<file path="config.mk">
export PLATFORM = sky130hd
export DESIGN_NAME = reg_file_fwd
export DESIGN_NICKNAME = d
export VERILOG_FILES = /design/src/rtl/reg_file_pkg.sv /design/src/rtl/reg_file_fwd_scoreboard.sv /design/src/rtl/reg_file_fwd.sv
export SDC_FILE = /design/constraint.sdc
export NUM_CORES = 1
export LEC_CHECK = 0
export BUFFER_PORTS_ARGS = -buffer_cell sky130_fd_sc_hd__buf_2
export CAP_MARGIN = 15
export CORE_ASPECT_RATIO = 0.9
export CORE_MARGIN = 2
export CORE_UTILIZATION = 50
export DETAILED_ROUTE_END_ITERATION = 10
export GPL_TIMING_DRIVEN = 0
export PLACE_DENSITY = 0.63
export SYNTH_ARGS = -nofsm -noshare
export SYNTH_HDL_FRONTEND = slang
export SYNTH_SLANG_ARGS = --single-unit
</file>
<file path="constraint.sdc">
create_clock -name clk -period 4.9 [get_ports clk]
set_input_delay 0.98 -clock clk [delete_from_list [all_inputs] [get_ports clk]]
set_output_delay 0.98 -clock clk [all_outputs]
set_load 0.03 [all_outputs]
</file>
<file path="src/rtl/reg_file_pkg.sv">
// Shared register-file parameters and helpers, imported by the register file
// and the CPU decode/writeback stages.
package reg_file_pkg;

  localparam int unsigned DATA_W_DEF = 16;
  localparam int unsigned ADDR_W_DEF = 4;
  localparam int unsigned REG_ZERO   = 0;

  function automatic int unsigned num_regs(input int unsigned addr_w);
    return 32'd1 << addr_w;
  endfunction

endpackage

</file>
<file path="src/rtl/reg_file_fwd_scoreboard.sv">
// Pending-load scoreboard: one bit per register, busy masking for loads that
// complete this cycle, and a registered count of pending registers.
module reg_scoreboard
  import reg_file_pkg::*;
#(
  parameter int unsigned ADDR_W   = ADDR_W_DEF,
  parameter bit          ZERO_REG = 1'b1
) (
  input  logic              clk,
  input  logic              rst,
  input  logic [ADDR_W-1:0] read_reg1,
  input  logic [ADDR_W-1:0] read_reg2,
  input  logic              wr_en_b,
  input  logic [ADDR_W-1:0] wr_addr_b,
  input  logic              reserve_en,
  input  logic [ADDR_W-1:0] reserve_addr,
  output logic              busy1,
  output logic              busy2,
  output logic [ADDR_W:0]   pending_cnt
);

  localparam int unsigned NUM_REGS = num_regs(ADDR_W);

  logic [NUM_REGS-1:0] pending;
  logic [NUM_REGS-1:0] set_mask;
  logic [NUM_REGS-1:0] clr_mask;
  logic                res_ok;
  logic                set_new;
  logic                clr_real;

  always_comb begin
    res_ok   = reserve_en && !(ZERO_REG && reserve_addr == ADDR_W'(REG_ZERO));
    set_mask = '0;
    clr_mask = '0;
    if (res_ok)  set_mask = NUM_REGS'(1) << reserve_addr;
    if (wr_en_b) clr_mask = NUM_REGS'(1) << wr_addr_b;
    set_new  = res_ok && !pending[reserve_addr];
    // A same-address reserve re-arms the bit, so that clear does not count.
    clr_real = wr_en_b && pending[wr_addr_b] &&
               !(res_ok && reserve_addr == wr_addr_b);
  end

  always_ff @(posedge clk) begin
    if (rst) begin
      pending     <= '0;
      pending_cnt <= '0;
    end else begin
      pending     <= (pending & ~clr_mask) | set_mask;
      pending_cnt <= pending_cnt + (ADDR_W+1)'(set_new) - (ADDR_W+1)'(clr_real);
    end
  end

  assign busy1 = pending[read_reg1] & ~(wr_en_b && wr_addr_b == read_reg1);
  assign busy2 = pending[read_reg2] & ~(wr_en_b && wr_addr_b == read_reg2);

endmodule

</file>
<file path="src/rtl/reg_file_fwd.sv">
// Two-read / two-write register file with same-cycle write forwarding and a
// pending-load scoreboard. Port B (load) wins write collisions.
module reg_file_fwd
  import reg_file_pkg::*;
#(
  parameter int unsigned DATA_W   = DATA_W_DEF,
  parameter int unsigned ADDR_W   = ADDR_W_DEF,
  parameter bit          ZERO_REG = 1'b1
) (
  input  logic              clk,
  input  logic              rst,
  input  logic [ADDR_W-1:0] read_reg1,
  input  logic [ADDR_W-1:0] read_reg2,
  output logic [DATA_W-1:0] read_data1,
  output logic [DATA_W-1:0] read_data2,
  output logic              busy1,
  output logic              busy2,
  input  logic              wr_en_a,
  input  logic [ADDR_W-1:0] wr_addr_a,
  input  logic [DATA_W-1:0] wr_data_a,
  input  logic              wr_en_b,
  input  logic [ADDR_W-1:0] wr_addr_b,
  input  logic [DATA_W-1:0] wr_data_b,
  input  logic              reserve_en,
  input  logic [ADDR_W-1:0] reserve_addr,
  output logic [ADDR_W:0]   pending_cnt
);

  localparam int unsigned NUM_REGS = num_regs(ADDR_W);
  localparam logic [ADDR_W-1:0] R0 = ADDR_W'(REG_ZERO);

  logic [DATA_W-1:0] regs [NUM_REGS];
  logic              we_a;
  logic              we_b;

  assign we_a = wr_en_a && !(ZERO_REG && wr_addr_a == R0);
  assign we_b = wr_en_b && !(ZERO_REG && wr_addr_b == R0);

  // Port B is written last so it overrides port A on an address collision.
  always_ff @(posedge clk) begin
    if (rst) begin
      regs <= '{default: '0};
    end else begin
      if (we_a) regs[wr_addr_a] <= wr_data_a;
      if (we_b) regs[wr_addr_b] <= wr_data_b;
    end
  end

  always_comb begin
    read_data1 = regs[read_reg1];
    if (ZERO_REG && read_reg1 == R0)              read_data1 = '0;
    else if (wr_en_b && wr_addr_b == read_reg1)   read_data1 = wr_data_b;
    else if (wr_en_a && wr_addr_a == read_reg1)   read_data1 = wr_data_a;
  end

  always_comb begin
    read_data2 = regs[read_reg2];
    if (ZERO_REG && read_reg2 == R0)              read_data2 = '0;
    else if (wr_en_b && wr_addr_b == read_reg2)   read_data2 = wr_data_b;
    else if (wr_en_a && wr_addr_a == read_reg2)   read_data2 = wr_data_a;
  end

  reg_scoreboard #(
    .ADDR_W   (ADDR_W),
    .ZERO_REG (ZERO_REG)
  ) u_scoreboard (
    .clk          (clk),
    .rst          (rst),
    .read_reg1    (read_reg1),
    .read_reg2    (read_reg2),
    .wr_en_b      (wr_en_b),
    .wr_addr_b    (wr_addr_b),
    .reserve_en   (reserve_en),
    .reserve_addr (reserve_addr),
    .busy1        (busy1),
    .busy2        (busy2),
    .pending_cnt  (pending_cnt)
  );

endmodule

</file>
==> results.json <==
{
  "core_um2": 35900,
  "dp_slack_ns": 0.565,
  "rr_worst_depth": 13,
  "portBuffers": 49,
  "clkSinkCount": 277,
  "powerDensity_nw_per_um2": 292,
  "worstPathRequired_ns": 3.92,
  "nets": 2034,
  "rows": 66,
  "initial_core_util": 0.504,
  "drt-total-wl_um": 66700,
  "wl_per_cell_um": 27.0,
  "gp_congestion": 1.03,
  "grt_pass1_wl_um": 99900,
  "yosys-top-cells-count": "nor2_1 (329), dfxtp_1 (277), mux2i_1 (274), a211oi_1 (244), mux4_2 (114)",
  "die_h_um": 185,
  "r2r_slack_ns": 1.76,
  "path_class": "in2out",
  "grt_pass1_vias": 15778,
  "numCtsBuffers": 31,
  "reg2reg_from": "u_scoreboard.pending[14]",
  "grt.busiest_layer": "met2",
  "holdPathStages": 1,
  "ys.flop_type": "dfxtp_1",
  "grt_util_all_layers": 0.352,
  "syn_avg_cell_area_um2": 9.59,
  "cts_tree": "done",
  "clock_skew_ns": 0.00345,
  "critPathLaunchType": "primary input",
  "synth_largest_area_cell": "dfxtp_1",
  "cts_hold_buffers": 0,
  "htree_levels": 1,
  "grt_overflow": 0,
  "synth_edf_count": 0,
  "hold_end": "regs[245]",
  "viasPerCell": 6.62,
  "ir_drop_mv": 0.233,
  "insertion_delay_ns": 0.59,
  "regArea_um2": 5550,
  "r2r_end": "u_scoreboard.pending_cnt[4]",
  "rsz0062_at_grt": "no",
  "synth.yosys.seq_area_share": 0.306,
  "drive_above_1_share": 0.210,
  "period_minus_slack_ns": 4.51,
  "synth_nets": 1952,
  "worstPathMaxFanout": 10,
  "setup_ws_ns": 0.392,
  "fin_crit_sh": 0.920,
  "ant_nets": 0,
  "root_buffer": "clkbuf_16",
  "grt_use_met2": 0.557,
  "finalSetupViolCount": 0,
  "n_fill_cell": 3251,
  "cap_violations": 0,
  "yosysMostFrequentCell": "nor2_1",
  "hold_violations": 0,
  "worst_pin_slew_ns": 0.970,
  "synth_cell_types": 43,
  "max_freq_mhz": 222,
  "area_growth_pct": 10.4,
  "ioPinCount": 96,
  "grt_max_degree": 15,
  "drc": 0,
  "fin_setup_tns_ns": 0,
  "slew_viol_final": 0,
  "vias": 16356,
  "grt_use_met3": 0.0539,
  "dr.pass1.iters": 6,
  "arrival_ns": 3.53,
  "cts_setup_buffers": 0,
  "outcome": "complete, no violations",
  "max_slew_margin": 0.353,
  "ys_warn_count": 0,
  "hp-start": "regs[245]",
  "yosys_register_bits": 277,
  "async_flop_share": 0,
  "multi_input_area_um2": 11100,
  "synth_top_area_frac": 0.306,
  "hpwl_um": 52100,
  "fp.dieW_um": 205,
  "dieArea_um2": 37800,
  "synth_area_leaders": "dfxtp_1 (31%), mux2i_1 (15%), mux4_2 (14%)",
  "post_cts_resized": 0,
  "worstSetupEndpointType": "primary output",
  "antenna_found_initial": 2,
  "netlist_area_um2": 18100,
  "clk_pin_slew_ns": 0.06,
  "p_leak_nw": 7.61,
  "final_util": 0.556,
  "gr-usage-met1": 0.493,
  "synthCells": 1889,
  "first_iter_violations": 1955,
  "clockBufferDepth": 3,
  "hold_path.class": "reg2reg"
}
placed cells by master (no fill, tap or decap), drive strengths merged, types with 64 or more instances in the layout:
cell type / count
a211oi: 244
buf: 164
clkbuf: 173
dfxtp: 277
mux2: 64
mux2i: 274
mux4: 114
nor2: 338
nor3: 69
o21ai: 64
area by class of cell:
cell class / instances / share of cell area
multi-input combinational: 1358 / 0.556
sequential: 277 / 0.277
buffer: 246 / 0.0714
clock buffer: 43 / 0.0451
tap: 476 / 0.0298
timing repair buffer: 49 / 0.0123
clock inverter: 14 / 0.00657
inverter: 8 / 0.00150
antenna: 1 / 0.000125
routing by layer:
metal	vias to the layer above	share of wire
li1	7174	-
met1	8115	0.43
met2	915	0.45
met3	150	0.088
met4	2	0.036
met5	-	0.00013
how the worst max path moves through the flow:
stage                                   to  slack, ns  cells past startpoint    startpoint
6_report                    read_data2[14]       0.39                      7  read_reg2[0]
4_1_cts                     read_data2[14]       0.57                      7  read_reg2[0]
3_5_place_dp                read_data2[14]       0.56                      7  read_reg2[0]
3_3_place_gp                 read_data1[4]       0.59                      9  read_reg1[2]
2_1_floorplan  u_scoreboard.pending_cnt[4]       1.16                     15  wr_addr_b[0]
5_1_grt                     read_data2[14]       0.36                      7  read_reg2[0]
metrics by stage:
step	hold WS (ns)	area, µm²	power (mW)	std cells
after floorplan	0.451	18100	3.12	1889
after global placement	0.471	18900	3.42	2414
after detailed placement	0.475	18900	3.44	2414
after CTS	0.484	20000	5.83	2471
after global routing	0.500	20000	6.01	2471
final	0.484	20000	5.84	2472
flip-flops by register name, summed over array words and instances, names as in the netlist:
register,flops
regs,256
u_scoreboard.pending,16
u_scoreboard.pending_cnt,5
worst max-delay path: stages:
cell	delay, ns
clkbuf_1	0.29
buf_2	0.44
or4_1	0.31
clkbuf_1	0.43
o21ai_0	0.16
nor3_1	0.58
buf_2	0.32
power breakdown:
| part | internal, mW | leakage [nW] | switching, mW | total (mW) |
|---|---|---|---|---|
| combinational | 0.367 | 4.85 | 0.659 | 1.03 |
| sequential | 2.33 | 2.25 | 0.0611 | 2.39 |
| clock | 1.38 | 0.508 | 1.04 | 2.42 |
cells by family (layout without fill, tap and decap cells):
kind of cell | after synthesis | in the layout | share of synthesized area
AND/OR/NAND/NOR | 515 | 515 | 0.126
multiplexers | 452 | 452 | 0.333
AO/OA/AOI/OAI | 361 | 361 | 0.139
flip-flops | 277 | 277 | 0.306
buffers and inverters | 254 | 360 | 0.0804
XOR/XNOR | 24 | 24 | 0.0116
adder cells (fa/ha/maj) | 6 | 6 | 0.00456
other | 0 | 1 | 0
No activity file was read; power rests on OpenSTA's default activity.
